## src/rtl/j1_irq_pkg.sv

```systemverilog
// Shared definitions for the J1 interrupt controller: register offsets,
// CTRL bit positions, FSM state encoding and a priority helper.
package j1_irq_pkg;

    localparam logic [15:0] REG_PENDING = 16'h0000;
    localparam logic [15:0] REG_ENABLE  = 16'h0002;
    localparam logic [15:0] REG_CTRL    = 16'h0004;
    localparam logic [15:0] REG_CAUSE   = 16'h0006;
    localparam logic [15:0] REG_TIMER   = 16'h0008;

    localparam int CTRL_GIE  = 0;
    localparam int CTRL_BUSY = 1;

    typedef enum logic [1:0] {
        IDLE   = 2'd0,
        ENTRY  = 2'd1,
        MASKED = 2'd2
    } irq_state_e;

    // Index of the lowest set bit; 0 when nothing is set.
    function automatic logic [3:0] lowest_set(input logic [15:0] v);
        lowest_set = 4'd0;
        for (int i = 15; i >= 0; i--) begin
            if (v[i]) lowest_set = 4'(i);
        end
    endfunction

endpackage

```

## src/rtl/j1_irq_sync.sv

```systemverilog
// One interrupt source: SYNC_STAGES-deep synchroniser followed by a
// rising-edge detector (edge is valid the cycle after the last sync stage).
module j1_irq_sync #(
    parameter int SYNC_STAGES = 2
) (
    input  logic clk,
    input  logic resetq,
    input  logic d,
    output logic rise
);

    logic [SYNC_STAGES-1:0] sync_q;
    logic                   prev_q;

    always_ff @(posedge clk or negedge resetq) begin
        if (!resetq) begin
            sync_q <= '0;
            prev_q <= 1'b0;
        end else begin
            sync_q <= {sync_q[SYNC_STAGES-2:0], d};
            prev_q <= sync_q[SYNC_STAGES-1];
        end
    end

    assign rise = sync_q[SYNC_STAGES-1] & ~prev_q;

endmodule

```

## src/rtl/j1_irq_ctrl.sv

```systemverilog
// IO-mapped interrupt controller for the J1 core. Optional reload timer
// source is built when J1_IRQ_TIMER_EN is defined.
//
//   state  | meaning
//   IDLE   | waiting for an enabled pending source with GIE set
//   ENTRY  | interrupt pulse to the core; GIE already cleared
//   MASKED | handler running; returns to IDLE once firmware sets GIE
module j1_irq_ctrl
    import j1_irq_pkg::*;
#(
    parameter int          NUM_SRC     = 8,
    parameter logic [15:0] IO_BASE     = 16'h0080,
    parameter int          SYNC_STAGES = 2
) (
    input  logic               clk,
    input  logic               resetq,
    input  logic               io_rd,
    input  logic               io_wr,
    input  logic [15:0]        io_addr,
    input  logic [15:0]        io_wdata,
    output logic [15:0]        io_rdata,
    input  logic [NUM_SRC-1:0] irq_src,
    input  logic               irq_block,
    output logic               interrupt
);

`ifdef J1_IRQ_TIMER_EN
    localparam int NS = NUM_SRC + 1;
`else
    localparam int NS = NUM_SRC;
`endif
    localparam logic [15:0] SRC_MASK = 16'((32'd1 << NS) - 32'd1);

    irq_state_e   state, state_n;
    logic [15:0]  pending, enable, masked, edge_all, timer_bits;
    logic [NUM_SRC-1:0] src_edge;
    logic         gie, cause_valid, take, req;
    logic [3:0]   cause_idx;
    logic         wr_pend, wr_en, wr_ctrl, gie_clr_wr;

    for (genvar g = 0; g < NUM_SRC; g++) begin : gen_src
        j1_irq_sync #(.SYNC_STAGES(SYNC_STAGES)) u_sync (
            .clk   (clk),
            .resetq(resetq),
            .d     (irq_src[g]),
            .rise  (src_edge[g])
        );
    end

    assign wr_pend    = io_wr && (io_addr == IO_BASE + REG_PENDING);
    assign wr_en      = io_wr && (io_addr == IO_BASE + REG_ENABLE);
    assign wr_ctrl    = io_wr && (io_addr == IO_BASE + REG_CTRL);
    assign gie_clr_wr = wr_ctrl && !io_wdata[CTRL_GIE];

`ifdef J1_IRQ_TIMER_EN
    logic        wr_timer, tmr_tc;
    logic [15:0] tmr_reload, tmr_cnt;

    assign wr_timer = io_wr && (io_addr == IO_BASE + REG_TIMER);
    assign tmr_tc   = (tmr_cnt == 16'd1);

    // Down-counter; terminal count at 1 reloads. Writing 0 stops it.
    always_ff @(posedge clk or negedge resetq) begin
        if (!resetq) begin
            tmr_reload <= 16'h0;
            tmr_cnt    <= 16'h0;
        end else if (wr_timer) begin
            tmr_reload <= io_wdata;
            tmr_cnt    <= io_wdata;
        end else if (tmr_tc) begin
            tmr_cnt <= tmr_reload;
        end else if (tmr_cnt != 16'h0) begin
            tmr_cnt <= tmr_cnt - 16'd1;
        end
    end

    // The terminal-count pulse is already one cycle wide, so it is an edge.
    assign timer_bits = 16'(tmr_tc) << NUM_SRC;
`else
    assign timer_bits = 16'h0;
`endif

    assign edge_all = 16'(src_edge) | timer_bits;
    assign masked   = pending & enable;
    assign req      = (|masked) & gie;

    always_comb begin
        state_n = state;
        take    = 1'b0;
        case (state)
            IDLE: begin
                if (req && !irq_block && !gie_clr_wr) begin
                    take    = 1'b1;
                    state_n = ENTRY;
                end
            end
            ENTRY:   state_n = MASKED;
            MASKED:  if (gie) state_n = IDLE;
            default: state_n = IDLE;
        endcase
    end

    always_ff @(posedge clk or negedge resetq) begin
        if (!resetq) begin
            state       <= IDLE;
            interrupt   <= 1'b0;
            pending     <= 16'h0;
            enable      <= 16'h0;
            gie         <= 1'b0;
            cause_valid <= 1'b0;
            cause_idx   <= 4'd0;
        end else begin
            state     <= state_n;
            interrupt <= take;
            // A new edge beats a simultaneous W1C on the same bit.
            pending   <= ((pending & ~(wr_pend ? io_wdata : 16'h0)) | edge_all) & SRC_MASK;
            if (wr_en) enable <= io_wdata & SRC_MASK;
            if (take) begin
                gie         <= 1'b0;
                cause_valid <= 1'b1;
                cause_idx   <= lowest_set(masked);
            end else if (wr_ctrl) begin
                gie <= io_wdata[CTRL_GIE];
            end
        end
    end

    always_comb begin
        io_rdata = 16'h0;
        if (io_rd) begin
            case (io_addr)
                IO_BASE + REG_PENDING: io_rdata = pending;
                IO_BASE + REG_ENABLE:  io_rdata = enable;
                IO_BASE + REG_CTRL:    io_rdata = {14'h0, state != IDLE, gie};
                IO_BASE + REG_CAUSE:   io_rdata = {11'h0, cause_valid, cause_idx};
`ifdef J1_IRQ_TIMER_EN
                IO_BASE + REG_TIMER:   io_rdata = tmr_reload;
`endif
                default:               io_rdata = 16'h0;
            endcase
        end
    end

endmodule

```

## config.mk

```make
export PLATFORM = sky130hd
export DESIGN_NAME = j1_irq_ctrl
export DESIGN_NICKNAME = d
export VERILOG_FILES = /design/src/rtl/j1_irq_pkg.sv /design/src/rtl/j1_irq_sync.sv /design/src/rtl/j1_irq_ctrl.sv
export SDC_FILE = /design/constraint.sdc
export NUM_CORES = 1
export LEC_CHECK = 0
export ABC_CLOCK_PERIOD_IN_PS = 4850
export CAP_MARGIN = 5
export CORE_UTILIZATION = 66
export DETAILED_ROUTE_END_ITERATION = 7
export DONT_BUFFER_PORTS = 1
export GPL_TIMING_DRIVEN = 0
export HOLD_SLACK_MARGIN = 0.12
export MAX_ROUTING_LAYER = met4
export PLACE_DENSITY = 0.89
export SLEW_MARGIN = 40
export SYNTH_ARGS = -nofsm -noshare
export SYNTH_HDL_FRONTEND = slang
export SYNTH_SLANG_ARGS = --single-unit
```

## constraint.sdc

```tcl
create_clock -name clk -period 4.85 [get_ports clk]
set_input_delay 1.455 -clock clk [delete_from_list [all_inputs] [get_ports clk]]
set_output_delay 1.455 -clock clk [all_outputs]
set_load 0.01 [all_outputs]
```

# Word level (Yosys, flattened, before mapping)
# Index checks and enable logic that the tools add are counted.
[classes] reduce_logical=14 eq_ne=8 n_bitwise=21 n_mux=26
[ops] operator="16-bit by 8-bit equality test with 1-bit output (second input constant)" n=4
[ops] operator="4-bit two-way mux" n=16
[ops] operator="8-bit one-hot mux with 4 select lines" n=1
[ops] operator="8-bit bitwise AND" n=2
[ops] operator="8-bit two-way mux" n=2
[ops] operator="16-bit OR reduction" n=1
[ops] operator="1-bit bitwise AND" n=9
[ops] operator="1-bit inverter" n=8
[ops] operator="8-bit inverter" n=1
[ops] operator="8-bit bitwise OR" n=1
[ops] operator="1-bit logical AND" n=6
[ops] operator="2-bit one-hot mux with 3 select lines" n=1
[ops] operator="1-bit two-way mux" n=4
[ops] operator="2-bit two-way mux" n=2
[ops] operator="2-bit inequality test (second input constant)" n=2
[ops] operator="2-bit nonzero test" n=2
[ops] operator="1-bit zero test" n=3
[ops] operator="2-bit by 1-bit equality test with 1-bit output (second input constant)" n=1
[ops] operator="2-bit equality test (second input constant)" n=1
[ops] operator="2-bit zero test" n=1
[ops] operator="2-bit AND reduction" n=1
[word_totals] ff_bits=49 output_inout_bits=17 wordCells=92

# Depth between registers and ports, before layout
[depth] depth_word=16 mapped_depth=6

# Cells and area by module
# A second synthesis with hierarchy kept.
[unflattened] hier_cells=159 hier_area_um2=2079.5
[by_module_without_submodules] module="j1_irq_ctrl" area_per_inst_um2=1368.8 cells_per_inst=127 n_inst=1
[by_module_without_submodules] module="j1_irq_sync" area_per_inst_um2=88.8 cells_per_inst=4 n_inst=8

# Least setup slack after synthesis
# OpenSTA, ideal clock, no wires.
[synth_timing] path_type="input to output" start="input port io_addr[10]" end="output port io_rdata[1]" required_ps=3395 path_buffers=0 stages=4 t_arrival_ps=2362 setup_slack_ps=1033 cell_sequence="nor4_2 and4_1 nand2_1 a211oi_1"
[synth_via] elab_chain_len=3 elab_cells_between_ends=6 classes_between="4 x eq/ne; 2 x mux"
[synth_rtl] item="start, declared" line="j1_irq_ctrl.sv:19" text="input logic [15:0] io_addr,"
[synth_rtl] item="16-bit by 8-bit equality test with 1-bit output" line="j1_irq_ctrl.sv:131" text="case (io_addr)"
[synth_rtl] item="8-bit one-hot mux with 4 select lines (*)" line="j1_irq_ctrl.sv:131"
[synth_rtl] item="8-bit two-way mux (*)" line="j1_irq_ctrl.sv:130" text="if (io_rd) begin"
[synth_rtl] item="end, declared" line="j1_irq_ctrl.sv:21" text="output logic [15:0] io_rdata,"
# Every way passes the cells marked *; elsewhere a longest branch is shown, timed or not.

# Worst setup path in the final report
[layout_timing] start="input port io_addr[0]" end="output port io_rdata[1]"
# Same word-level chain as after synthesis.

==> metrics.md <==
| Metric | Value |
|---|---|
| Status | finished with violations |
| Failing checks | DRC |
| Synth warn | 0 |
| Cell variety after synth | 34 |
| Post CTS Setup Buffer Count | 0 |
| Post-Route Skew | approximately 0.0054 ns |
| Die Area | about 3300 um2 |
| Setup TNS | 0 ns |
| Switch share | 0.1953 |
| Clock share of power | 0.339 |
| Vias/cell | 6.171 |
| Net total in the final layout | around 220 |
| Mapped cell area | about 2000 um2 |
| CP Cell Sequence | nor4_2 -> and4_1 -> nand2_1 -> a211oi_1 |
| Post-Place Cell Area | about 2100 um2 |
| N_diodes | 0 |
| Tmin final | 4.003 ns |
| WL/cell | 17.87 um |
| Antenna-violating nets left | 0 |
| Die Y | ~57 um |
| # hold bufs at CTS | 0 |
| Worst R2R End | cause_idx[2] |
| Pwr/cell area | 302.8 nW/um2 |
| H-tree Lvls | 2 |
| CP endpoint kind | primary output |
| Reg-to-reg setup timing slack | approximately 3.1 ns |
| RSZ-0062 raised after global routing | no |
| CP Depth | 4 |
| Buffers and inverters on the worst path | 0 |
| Dpl hpwl | approximately 2800 um |
| Fin worst setup slack | approximately 0.85 ns |
| Leak | approximately 0.0010 uW |
| Top cell type's share of synthesized area | 0.5922 |
| Worst skew pair latency | 0.35 ns |
| CTS max path bufs | 2 |
| Cell Rows | 19 |
| IO Pins | 62 |
| Final worst path period share | 0.8254 |
| CP top delay family | simple AND/OR/NAND/NOR gates |
| Worst Setup SP | io_addr[0] |
| Final WL | between 3000 and 4000 um |
| Worst-margin pin slew | about 0.57 ns |
| Arr. time, crit path | between 2 and 3 ns |
| Worst slack, placed | approximately 0.85 ns |
| Worst Path Required | 3.39 ns |
| Initial antenna violation count | 0 |
| Number of synthesized flops with an enable pin | 0 |
| Final hold vios | 0 |
| Router iterations before antenna repair | 6 |
| Setup-failing EPs final | 0 |
| PortBufs | 0 |
| Design area | around 2200 um2 |
| Cts bufs inserted | 5 |
| Synth area leader | dfrtp_1 |
| First-pass GRT wire length | roughly 6000 um |
| Gr usage total | 0.2615 |
| Vias in the first global route | 1329 |
| Core area | around 2800 um2 |
| Pin count of the biggest net entering global routing | 49 |
| Setup crit end | io_rdata[1] |
| Routed vias | roughly 1.3k |
| Area grow syn2layout | 6.971% |
| Clock sink count | 48 |
| Initial core utilization | 0.7169 |
| Post-synth ARST share | 1.000 |
| Mapped Cells | around 160 |
| Root buf cell | clkbuf_4 |
| Delay of the slowest cell on the worst path | between 0.3 and 0.4 ns |
| Worst Path Max Fanout | 3 |
| Gate power share | 0.031 |
| Post-synthesis sequential area ratio | 0.5922 |
| VDD IR-drop max | 0.0002822 V |
| Switching power total | ~130 uW |
| GR Overflow Total | 0 |
| FF+latch count, synth | between 40 and 50 |
| Worst Path Class, Setup | primary input to primary output |
| # DRC | 7 |
| Reg-to-Reg Start | pending[6] |
| Internal | about 530 uW |
| Routability Congestion | between 0.8 and 0.9 |
| Final Util | 0.7669 |
| Max Clock Freq | around 250 MHz |
| Post-cts repair resize count | 0 |
| Class of the worst hold path | flip-flop to flip-flop |
| Synth Flop Type | dfrtp_1 |
| Reg2reg path depth | 4 |
| Slowest CP cell | a211oi_1 |
| Rel. slew slack | 0.6154 |
| Final Max Slew Viols | 0 |
| Fraction of layout cells with a size suffix above 1 | 0.2241 |
| Post-Synthesis Mean Instance Area | around 13 um2 |
| MaxCap Viol Count | 0 |
| Power share of the sequential group | 0.630 |
| Cells taking the most area after synthesis | dfrtp_1, mux2_2, a22o_1 |
| Initial DRC count | approximately 40 |
| Die width | about 57 um |
| Nature of the critical path startpoint | primary input |
| CTS tree | yes |
| Clock transition at path regs | 0.12 ns |
cells in the final DEF, fill, tap and decap left out, types with 5 or more instances in the layout:
cell type,synthesis,final
inv_1,10,10
a22o_1,8,8
buf_4,9,9
mux2i_1,6,6
dfrtp_1,48,48
nand2_1,18,18
clkbuf_4,0,5
mux2_2,10,10
conb_1,1,8
nor2_1,13,13
metrics by stage:
stage          instances  power (uW)  hold WS (ns)
3_3_place_gp         197       440.3        0.3317
4_1_cts              205       660.8        0.3633
3_5_place_dp         197       442.2        0.3347
2_1_floorplan        166       438.5        0.3312
6_report             205       656.9        0.3601
5_1_grt              205       678.0        0.3707
worst min path at each step:
stage | startpoint | endpoint | slack (ns) | depth (start not counted)
after global placement | gen_src[7].u_sync.sync_q[0] | gen_src[7].u_sync.sync_q[1] | 0.33 | 0
final | gen_src[1].u_sync.sync_q[0] | gen_src[1].u_sync.sync_q[1] | 0.36 | 0
after floorplan | gen_src[0].u_sync.sync_q[0] | gen_src[0].u_sync.sync_q[1] | 0.33 | 0
after CTS | gen_src[5].u_sync.sync_q[0] | gen_src[5].u_sync.sync_q[1] | 0.36 | 0
after detailed placement | gen_src[5].u_sync.sync_q[0] | gen_src[5].u_sync.sync_q[1] | 0.33 | 0
after global routing | gen_src[0].u_sync.sync_q[0] | gen_src[0].u_sync.sync_q[1] | 0.37 | 0
power by group through the flow:
| stage | combinational, uW | sequential (uW) | clock [uW] |
|---|---|---|---|
| final | 20.6 | 414 | 222 |
| after global routing | 22.6 | 415 | 240 |
| after CTS | 20.3 | 414 | 226 |
| after detailed placement | 20.2 | 422 | 0 |
| after global placement | 19.3 | 421 | 0 |
| after floorplan | 18.2 | 420 | 0 |
kinds of logic (layout without fill, tap and decap cells):
kind of cell | after synthesis | after routing | synth area share
simple gates | 49 | 49 | 0.1419
buf+inv | 21 | 29 | 0.05613
mux | 20 | 20 | 0.1184
other cells | 1 | 8 | 0.001849
flops | 48 | 48 | 0.5922
compound gates | 20 | 20 | 0.08945
area by class of cell:
class	count	area, um2
buffer	11	76.32
multi-input combinational	97	739.5
clock inverter	2	35.03
fill	178	659.4
inverter	10	37.54
tap	31	38.79
sequential	48	1201
clock buffer	6	41.29
worst register-to-register path: stages (launching register included):
cell      delay [ns]
dfrtp_1         0.40
nand2_1         0.12
and4_2          0.30
a221oi_4        0.44
mux2_4          0.34
cells in the mapped netlist, types with 3 or more instances:
cell	number
a22o_1	8
nand3_1	4
dfrtp_1	48
mux2i_1	6
nor2_1	13
a22oi_1	3
mux2_2	10
buf_4	9
nand2_1	18
mux2_4	3
inv_1	10
registers in the layout, indices dropped and copies added (netlist names):
signal / flops
pending: 8
enable: 8
cause_valid: 1
gie: 1
state: 2
gen_src.u_sync.sync_q: 16
cause_idx: 3
interrupt: 1
gen_src.u_sync.prev_q: 8
routing by layer:
metal	part of all wire	wire (um)	vias to the layer above	track usage
met5	0	0	-	-
met4	0.013	47	0	0.08362
met3	0.078	287	7	0.07029
met2	0.52	1920	61	0.4336
met1	0.38	1408	627	0.3125
li1	-	-	570	-
No activity file was read; power rests on OpenSTA's default activity.
